**config.mk**
```make
export PLATFORM = sky130hd
export DESIGN_NAME = alu_exec_stage
export DESIGN_NICKNAME = d
export VERILOG_FILES = /design/src/rtl/alu_exec_stage.sv
export SDC_FILE = /design/constraint.sdc
export NUM_CORES = 1
export LEC_CHECK = 0
export ABC_AREA = 1
export ABC_CLOCK_PERIOD_IN_PS = 4700
export CORE_MARGIN = 2
export CORE_UTILIZATION = 50
export CTS_CLUSTER_DIAMETER = 100
export DETAILED_ROUTE_END_ITERATION = 10
export PLACE_DENSITY = 0.84
export RECOVER_POWER = 50
export SLEW_MARGIN = 10
export SYNTH_ARGS = -nofsm -noshare
export SYNTH_HDL_FRONTEND = slang
export SYNTH_SLANG_ARGS = --single-unit
```
**constraint.sdc**
```tcl
create_clock -name Clk -period 4.7 [get_ports Clk]
set_input_delay 1.41 -clock Clk [delete_from_list [all_inputs] [get_ports Clk]]
set_output_delay 1.41 -clock Clk [all_outputs]
set_load 0.03 [all_outputs]
```
**src/rtl/alu_exec_stage.sv**
```systemverilog
// LC-3 execute stage: ADD/AND/NOT/PASS, NZP and BEN, one-entry output buffer.
// Optional iterative multiply on opcode 1101 when ALU_MUL_EN is defined.
module alu_exec_stage #(
    parameter int         DATA_W    = 16,
    parameter logic [2:0] NZP_RESET = 3'b010
) (
    input  logic              Clk,
    input  logic              Reset,
    input  logic              In_Valid,
    output logic              In_Ready,
    input  logic [15:0]       IR,
    input  logic [DATA_W-1:0] SR1_IN,
    input  logic [DATA_W-1:0] SR2_IN,
    output logic              Out_Valid,
    input  logic              Out_Ready,
    output logic [DATA_W-1:0] Result,
    output logic [2:0]        NZP,
    output logic              BEN
);

    typedef enum logic [1:0] {S_IDLE, S_MUL, S_DONE} state_t;

    state_t            r_state;
    state_t            w_state_nxt;
    logic              r_out_valid;
    logic [DATA_W-1:0] r_result;
    logic [2:0]        r_nzp;
    logic              r_ben;

    logic [3:0]        w_op;
    logic [DATA_W-1:0] w_imm;
    logic [DATA_W-1:0] w_opb;
    logic [DATA_W-1:0] w_alu;
    logic [DATA_W-1:0] w_load_val;
    logic [2:0]        w_res_nzp;
    logic              w_accept;
    logic              w_is_br;
    logic              w_is_mul;
    logic              w_upd;
    logic              w_load;
    logic              w_nzp_upd;
    logic              w_unused;

`ifdef ALU_MUL_EN
    localparam int CNT_W = $clog2(DATA_W);
    logic [DATA_W-1:0] r_mul_a;
    logic [DATA_W-1:0] r_mul_b;
    logic [DATA_W-1:0] r_acc;
    logic [CNT_W-1:0]  r_cnt;
`endif

    assign w_op     = IR[15:12];
    assign w_imm    = {{(DATA_W-5){IR[4]}}, IR[4:0]};
    assign w_opb    = IR[5] ? w_imm : SR2_IN;
    assign w_unused = ^IR[8:6];

    assign In_Ready  = (r_state == S_IDLE) & (~r_out_valid | Out_Ready);
    assign w_accept  = In_Valid & In_Ready;
    assign Out_Valid = r_out_valid;
    assign Result    = r_result;
    assign NZP       = r_nzp;
    assign BEN       = r_ben;

    always_comb begin
        w_alu    = SR1_IN;
        w_is_br  = 1'b0;
        w_is_mul = 1'b0;
        w_upd    = 1'b0;
        unique case (1'b1)
            (w_op == 4'b0001): begin
                w_alu = SR1_IN + w_opb;
                w_upd = 1'b1;
            end
            (w_op == 4'b0101): begin
                w_alu = SR1_IN & w_opb;
                w_upd = 1'b1;
            end
            (w_op == 4'b1001): begin
                w_alu = ~SR1_IN;
                w_upd = 1'b1;
            end
            (w_op == 4'b0000): w_is_br = 1'b1;
`ifdef ALU_MUL_EN
            (w_op == 4'b1101): w_is_mul = 1'b1;
`endif
            default: ;
        endcase
    end

    always_comb begin
        w_state_nxt = r_state;
        w_load      = 1'b0;
        w_load_val  = w_alu;
        w_nzp_upd   = 1'b0;
        case (r_state)
            S_IDLE: begin
                if (w_accept && !w_is_br) begin
                    if (w_is_mul) begin
                        w_state_nxt = S_MUL;
                    end else begin
                        w_load    = 1'b1;
                        w_nzp_upd = w_upd;
                    end
                end
            end
`ifdef ALU_MUL_EN
            S_MUL: begin
                if (r_cnt == '0) w_state_nxt = S_DONE;
            end
            S_DONE: begin
                w_load      = 1'b1;
                w_load_val  = r_acc;
                w_nzp_upd   = 1'b1;
                w_state_nxt = S_IDLE;
            end
`endif
            default: w_state_nxt = S_IDLE;
        endcase
    end

    always_comb begin
        if (w_load_val[DATA_W-1]) w_res_nzp = 3'b100;
        else if (w_load_val == '0) w_res_nzp = 3'b010;
        else w_res_nzp = 3'b001;
    end

    always_ff @(posedge Clk) begin
        if (!Reset) begin
            r_state     <= S_IDLE;
            r_out_valid <= 1'b0;
            r_result    <= '0;
            r_nzp       <= NZP_RESET;
            r_ben       <= 1'b0;
        end else begin
            r_state <= w_state_nxt;
            // a same-edge load keeps the buffer full even while draining
            if (w_load) begin
                r_result    <= w_load_val;
                r_out_valid <= 1'b1;
            end else if (Out_Ready) begin
                r_out_valid <= 1'b0;
            end
            if (w_nzp_upd) r_nzp <= w_res_nzp;
            if (w_accept && w_is_br) r_ben <= |(IR[11:9] & r_nzp);
        end
    end

`ifdef ALU_MUL_EN
    always_ff @(posedge Clk) begin
        if (!Reset) begin
            r_mul_a <= '0;
            r_mul_b <= '0;
            r_acc   <= '0;
            r_cnt   <= '0;
        end else if (r_state == S_IDLE) begin
            if (w_accept && w_is_mul) begin
                r_mul_a <= SR1_IN;
                r_mul_b <= w_opb;
                r_acc   <= '0;
                r_cnt   <= CNT_W'(DATA_W - 1);
            end
        end else if (r_state == S_MUL) begin
            if (r_mul_b[0]) r_acc <= r_acc + r_mul_a;
            r_mul_a <= r_mul_a << 1;
            r_mul_b <= r_mul_b >> 1;
            r_cnt   <= r_cnt - 1'b1;
        end
    end
`endif

endmodule

```
==> flow_metrics.py, run 1 <==
metrics = {
    "run_status": {
        "status": "complete, no violations",
    },
    "layout": {
        "layout.nets": 585,
        "fin_cells": 582,
        "fin_util_pct": 69.0,
        "seqCellArea_um2": 420,
        "area_growth_pct": 31.0,
        "fillCellCount": 460,
        "multi_input_area_um2": 1700,
        "antenna_cells": 0,
        "layout-drive-gt1-share_pct": 4.27,
    },
    "cts": {
        "cts_sinks": 21,
        "numCtsBuffers": 3,
        "cts_max_path_buffers": 2,
        "post_cts_buffers": 0,
        "clkTransAtPathRegs_ps": 70,
        "cts.repair.resized": 0,
        "h-tree-depth": 1,
        "cts-root-buf": "clkbuf_8",
        "holdBufCountCts": 0,
        "clk_latency_ps": 260,
        "cts_tree": "done",
    },
    "synth": {
        "synth_mux_area_share_pct": 1.33,
        "synth-xor-area-share_pct": 0,
        "synth_top_area_share_pct": 21.0,
        "synth_most_common_cell": "nand2_1",
        "yosysSeqAreaShare_pct": 16.6,
        "yosys.area_share.adder_pct": 8.68,
        "synth_cell_type_count": 35,
        "synth-edff-count": 0,
        "yosysTopAreaCell": "nand2_1",
        "postSynthCellCount": 451,
        "yosys_warnings": 0,
        "ys_seq_elements": 21,
        "synth_top_family_by_area": "simple AND/OR/NAND/NOR gates",
        "ys_async_sr_fraction_pct": 0,
        "synth.top_cells.by_area": "nand2_1 21%, dfxtp_1 17%, inv_1 14%, ha_1 7.9%, nand3_1 6.5%",
        "synthSimpleGateAreaFrac_pct": 41.2,
        "avgSynthCellArea_um2": 5.62,
        "yosys-top-cells-count": "142 x nand2_1, 93 x inv_1, 34 x nor2_1",
        "synth_compound_area_share_pct": 15.6,
        "netlist_area_um2": 2540,
        "syn_nets": 520,
        "synthFlopType": "dfxtp_1",
    },
    "floorplan": {
        "num_rows": 25,
        "start_util_pct": 52.6,
        "io_pins": 74,
        "fp.dieH_um": 75.2,
        "design.core.area_um2": 4820,
        "chipWidth_um": 75.2,
        "design.die.area_um2": 5660,
    },
    "worst_setup_path": {
        "critical_path.cell_chain": "clkdlybuf4s50_1, mux2_2, ha_1, inv_1, fa_1, inv_1, nand3_1, nand3_1, nand2_1, nand3_1, nor3b_2, nand2_1, nor2_1, nand2_1, nor2_1, nand3_1, nand2_1, a21oi_1",
        "start_kind": "input port",
        "path_max_fanout": 10,
        "cp_top_family": "simple AND/OR/NAND/NOR gates",
        "crit_path_end_kind": "flip-flop",
        "critPathMaxStageDelay_ps": 720,
        "critPathSlowestCell": "clkdlybuf4s50_1",
        "cp_num_buf_inv": 3,
        "path_class": "input port to flip-flop",
        "worstPathArrival_ps": 4400,
        "required_ps": 4850,
        "r2r_slack_ps": 2540,
    },
    "sta": {
        "slew-limit-headroom_pct": 27.2,
        "rsz0062_at_grt": "false",
        "worst_slack_ps": 447,
        "fin_skew_ps": 3.67,
        "drv_slew": 0,
        "min_period_ps": 4250,
        "final-hold-violation-count": 0,
        "period_share_pct": 90.5,
        "fmax_mhz": 235,
        "setup_violations": 0,
        "whs_ps": 489,
        "tns_ps": 0,
        "tightest_slew_ps": 1090,
    },
    "power_and_ir_drop": {
        "powerDensity_nw_per_um2": 195,
        "switchingPower_mw": 0.260,
        "power_frac_comb_pct": 51.3,
        "cellLeakagePower_nw": 1.79,
        "power.internal_mw": 0.387,
        "peakVddDrop_mv": 0.237,
        "clkPwrFrac_pct": 17.8,
        "seqPwrFrac_pct": 30.9,
        "switching_share_pct": 40.2,
    },
    "place": {
        "place.gp.congestion": 0.909,
        "portBuffers": 70,
        "place_hpwl_mm": 5.87,
        "placed_cells": 578,
        "dp_slack_ps": 197,
    },
    "job": {
        "maxCapViolCount": 0,
    },
    "worst_hold_path": {
        "hold_class": "flip-flop to flip-flop",
    },
    "drt": {
        "wire_per_inst_um": 12.6,
        "finalWirelength_mm": 7.34,
        "vias": 3011,
        "dr.pass1.iters": 5,
        "drc": 0,
        "via_per_inst": 5.17,
        "drt_iter0_drc": 238,
        "final_antenna_net_count": 0,
    },
    "grt": {
        "grt_pass1_vias": 2754,
        "grt_remaining_overflow": 0,
        "grt_pass1_wl_mm": 11.8,
        "track_usage_pct": 27.0,
        "grt_start_max_net_pins": 34,
        "antenna_found_initial": 0,
    },
}
power groups by stage:
stage               sequential (mW)  clock, mW  combinational [mW]
CTS                           0.200      0.118               0.335
global route                  0.201      0.125               0.371
detailed placement            0.204          0               0.333
floorplan                     0.231          0               0.188
finish                        0.200      0.115               0.332
global placement              0.204          0               0.326
through the flow:
step / area, um^2 / total power, mW
finish: 3320 / 0.647
global route: 3320 / 0.698
CTS: 3320 / 0.654
detailed placement: 3280 / 0.536
global placement: 3280 / 0.529
floorplan: 2540 / 0.419
layer usage:
| layer | vias up | routed length (um) | track usage [%] |
|---|---|---|---|
| li1 | 1547 | - | - |
| met5 | - | 0 | 0 |
| met3 | 13 | 531 | 3.75 |
| met4 | 0 | 132 | 6.04 |
| met1 | 1316 | 3120 | 33.0 |
| met2 | 135 | 3560 | 50.2 |
tightest hold or removal path: stages, from the launching register on:
cell     delay, ps
dfxtp_1        320
nand2_1         70
a21oi_1         50
layout make-up:
cell class                      instances  share of cell area, %
Tap cell                               67                   2.52
Multi-Input combinational cell        323                   51.1
Timing Repair Buffer                   71                   21.3
Clock buffer                            4                   1.36
Inverter                               96                   11.0
Sequential cell                        21                   12.7
placed cells by master, fill, tap and decap left out, types with 2 or more instances in the layout:
cell	n
nand2_1	142
inv_1	93
clkdlybuf4s50_1	49
nor2_1	33
nand3_1	33
dfxtp_1	21
dlygate4sd3_1	21
a21oi_1	20
o21ai_0	19
ha_1	16
o211ai_1	14
o22ai_1	9
or2_1	4
mux2_2	3
nand2_4	3
and2_1	3
o21ai_1	3
nand3b_1	3
clkbuf_8	3
nor2_2	2
nor2_4	2
inv_4	2
nand4_1	2
or2_0	2
nor3b_2	2
sequential cells by signal, summed over array words and instances (netlist names):
signal / flops
BEN: 1
Result: 16
Out_Valid: 1
NZP: 3
path summary, 6_finish.rpt:
path	startpoint	endpoint	depth (start not counted)
min	NZP[0]	NZP[0]	2
min reg2reg	NZP[0]	NZP[0]	2
max	IR[5]	NZP[0]	18
max reg2reg	Out_Valid	NZP[1]	8
kinds of logic after synthesis:
group,count (synthesis)
and+or+nand+nor,235
buffers and inverters,107
DFF,21
muxes,3
adders and majority gates,17
AOI/OAI and AO/OA,68
Power figures use the tool's default switching activity.
==> run 2, diff against run 1 <==
--- a/config.mk
+++ b/config.mk
@@ -13,6 +13,7 @@
 export DETAILED_ROUTE_END_ITERATION = 10
 export PLACE_DENSITY = 0.84
 export RECOVER_POWER = 50
+export REMOVE_ABC_BUFFERS = 1
 export SLEW_MARGIN = 10
 export SYNTH_ARGS = -nofsm -noshare
 export SYNTH_HDL_FRONTEND = slang
==> flow_metrics.py, run 2 (same netlist as run 1, synthesis figures left out) <==
metrics = {
    "run_status": {
        "status": "complete, no violations",
    },
    "cts": {
        "cts-root-buf": "clkbuf_8",
        "clkTransAtPathRegs_ps": 70,
        "cts_max_path_buffers": 2,
        "clk_latency_ps": 260,
        "post_cts_buffers": 0,
        "cts.repair.resized": 0,
        "numCtsBuffers": 3,
        "cts_tree": "done",
        "holdBufCountCts": 0,
        "h-tree-depth": 1,
        "cts_sinks": 21,
    },
    "worst_setup_path": {
        "critPathSlowestCell": "clkdlybuf4s50_1",
        "critical_path.cell_chain": "clkdlybuf4s50_1, nand2_1, buf_4, o21ai_0, ha_1, nand2_1, nor2_1, nand2_1, nand3_1, nand2_1, nand2_1, o21bai_1, a21oi_1, nand2_1, nor2_1, nand3_1, nand2_1, a21oi_1",
        "start_kind": "input port",
        "critPathMostFrequentCell": "nand2_1",
        "critPathMaxStageDelay_ps": 610,
        "path_class": "input port to flip-flop",
        "required_ps": 4850,
        "worstPathArrival_ps": 4250,
        "path_max_fanout": 8,
        "worst-r2r-cell-count": 8,
        "crit_path_end_kind": "flip-flop",
    },
    "place": {
        "place.gp.congestion": 0.916,
        "placed_cells": 583,
        "place_hpwl_mm": 5.70,
        "portBuffers": 70,
        "placed_area_um2": 3310,
    },
    "sta": {
        "slew-limit-headroom_pct": 25.2,
        "final-hold-violation-count": 0,
        "min_period_ps": 4100,
        "tns_ps": 0,
        "rsz0062_at_grt": "false",
        "drv_slew": 0,
        "tightest_slew_ps": 1120,
        "setup_violations": 0,
        "fin_skew_ps": 3.05,
        "period_share_pct": 87.3,
        "fmax_mhz": 244,
    },
    "power_and_ir_drop": {
        "peakVddDrop_mv": 0.184,
        "power.internal_mw": 0.390,
        "switching_share_pct": 40.2,
        "clkPwrFrac_pct": 17.9,
        "cellLeakagePower_nw": 1.81,
        "switchingPower_mw": 0.262,
        "seqPwrFrac_pct": 30.7,
        "powerDensity_nw_per_um2": 194,
        "power_frac_comb_pct": 51.5,
    },
    "drt": {
        "finalWirelength_mm": 7.33,
        "drc": 0,
        "vias": 3020,
        "wire_per_inst_um": 12.5,
        "via_per_inst": 5.14,
        "drt_iter0_drc": 175,
        "final_antenna_net_count": 0,
        "dr.pass1.iters": 5,
    },
    "layout": {
        "layout-drive-gt1-share_pct": 5.19,
        "fin_util_pct": 69.7,
        "layout_common_cells": "142 x nand2_1, 93 x inv_1, 49 x clkdlybuf4s50_1",
        "layout.nets": 590,
        "largest_reg_flops": 16,
        "fin_cells": 587,
        "antenna_cells": 0,
        "area_growth_pct": 32.5,
        "final_common_cell": "nand2_1",
        "final_area_um2": 3360,
    },
    "worst_hold_path": {
        "whs_path_depth": 2,
        "hold_class": "flip-flop to flip-flop",
    },
    "grt": {
        "antenna_found_initial": 0,
        "grt_use_met2_pct": 48.9,
        "grt_start_max_net_pins": 34,
        "met3_usage_pct": 3.75,
        "grt_busiest_layer": "met2",
        "track_usage_pct": 26.8,
        "grt_use_met1_pct": 33.4,
        "grt_pass1_wl_mm": 12.0,
        "grt_remaining_overflow": 0,
        "grt_pass1_vias": 2830,
    },
    "floorplan": {
        "start_util_pct": 52.6,
        "num_rows": 25,
        "design.die.area_um2": 5660,
        "design.core.area_um2": 4820,
        "fp.dieH_um": 75.2,
        "chipWidth_um": 75.2,
        "io_pins": 74,
    },
    "job": {
        "maxCapViolCount": 0,
    },
}
==> run 2: cell type report <==
class | instances | area [um^2]
inverter | 96 | 365
fill | 472 | 1460
clock buffer | 4 | 45.0
timing repair buffer | 76 | 746
multi-input combinational | 323 | 1700
tap | 67 | 83.8
sequential | 21 | 420
==> run 2: power by group through the flow <==
stage               registers [mW]  logic, mW  clock network (mW)
detailed placement           0.204      0.335                   0
finish                       0.200      0.336               0.117
global route                 0.201      0.375               0.127
CTS                          0.200      0.338               0.118
global placement             0.204      0.328                   0
floorplan                    0.231      0.182                   0
==> run 2: path summary, 6_finish.rpt <==
check,startpoint,endpoint,slack (ps)
worst min register to register,BEN,BEN,490
worst min-delay path,BEN,BEN,490
worst max register to register,Out_Valid,NZP[1],2510
worst max-delay path,IR[5],NZP[0],600
==> run 2: metrics by stage <==
stage               power (mW)  hold slack [ps]  setup WS [ps]
global route             0.702              513            308
CTS                      0.656              497            602
finish                   0.652              486            597
floorplan                0.413              591           1210
global placement         0.532              456            414
detailed placement       0.539              483            393
==> run 2: per-layer routing <==
| metal | wire length [um] | share of wire (%) |
|---|---|---|
| met5 | 0 | 0 |
| met4 | 100 | 1.4 |
| met3 | 525 | 7.2 |
| met1 | 3040 | 42 |
| met2 | 3660 | 50 |
==> run 2: critical path: cells and delay by family <==
kind | cells | cell delay (ps)
AO/OA/AOI/OAI | 4 | 460
adder cells (fa/ha/maj) | 1 | 370
buffers and inverters | 2 | 780
AND/OR/NAND/NOR | 11 | 1230
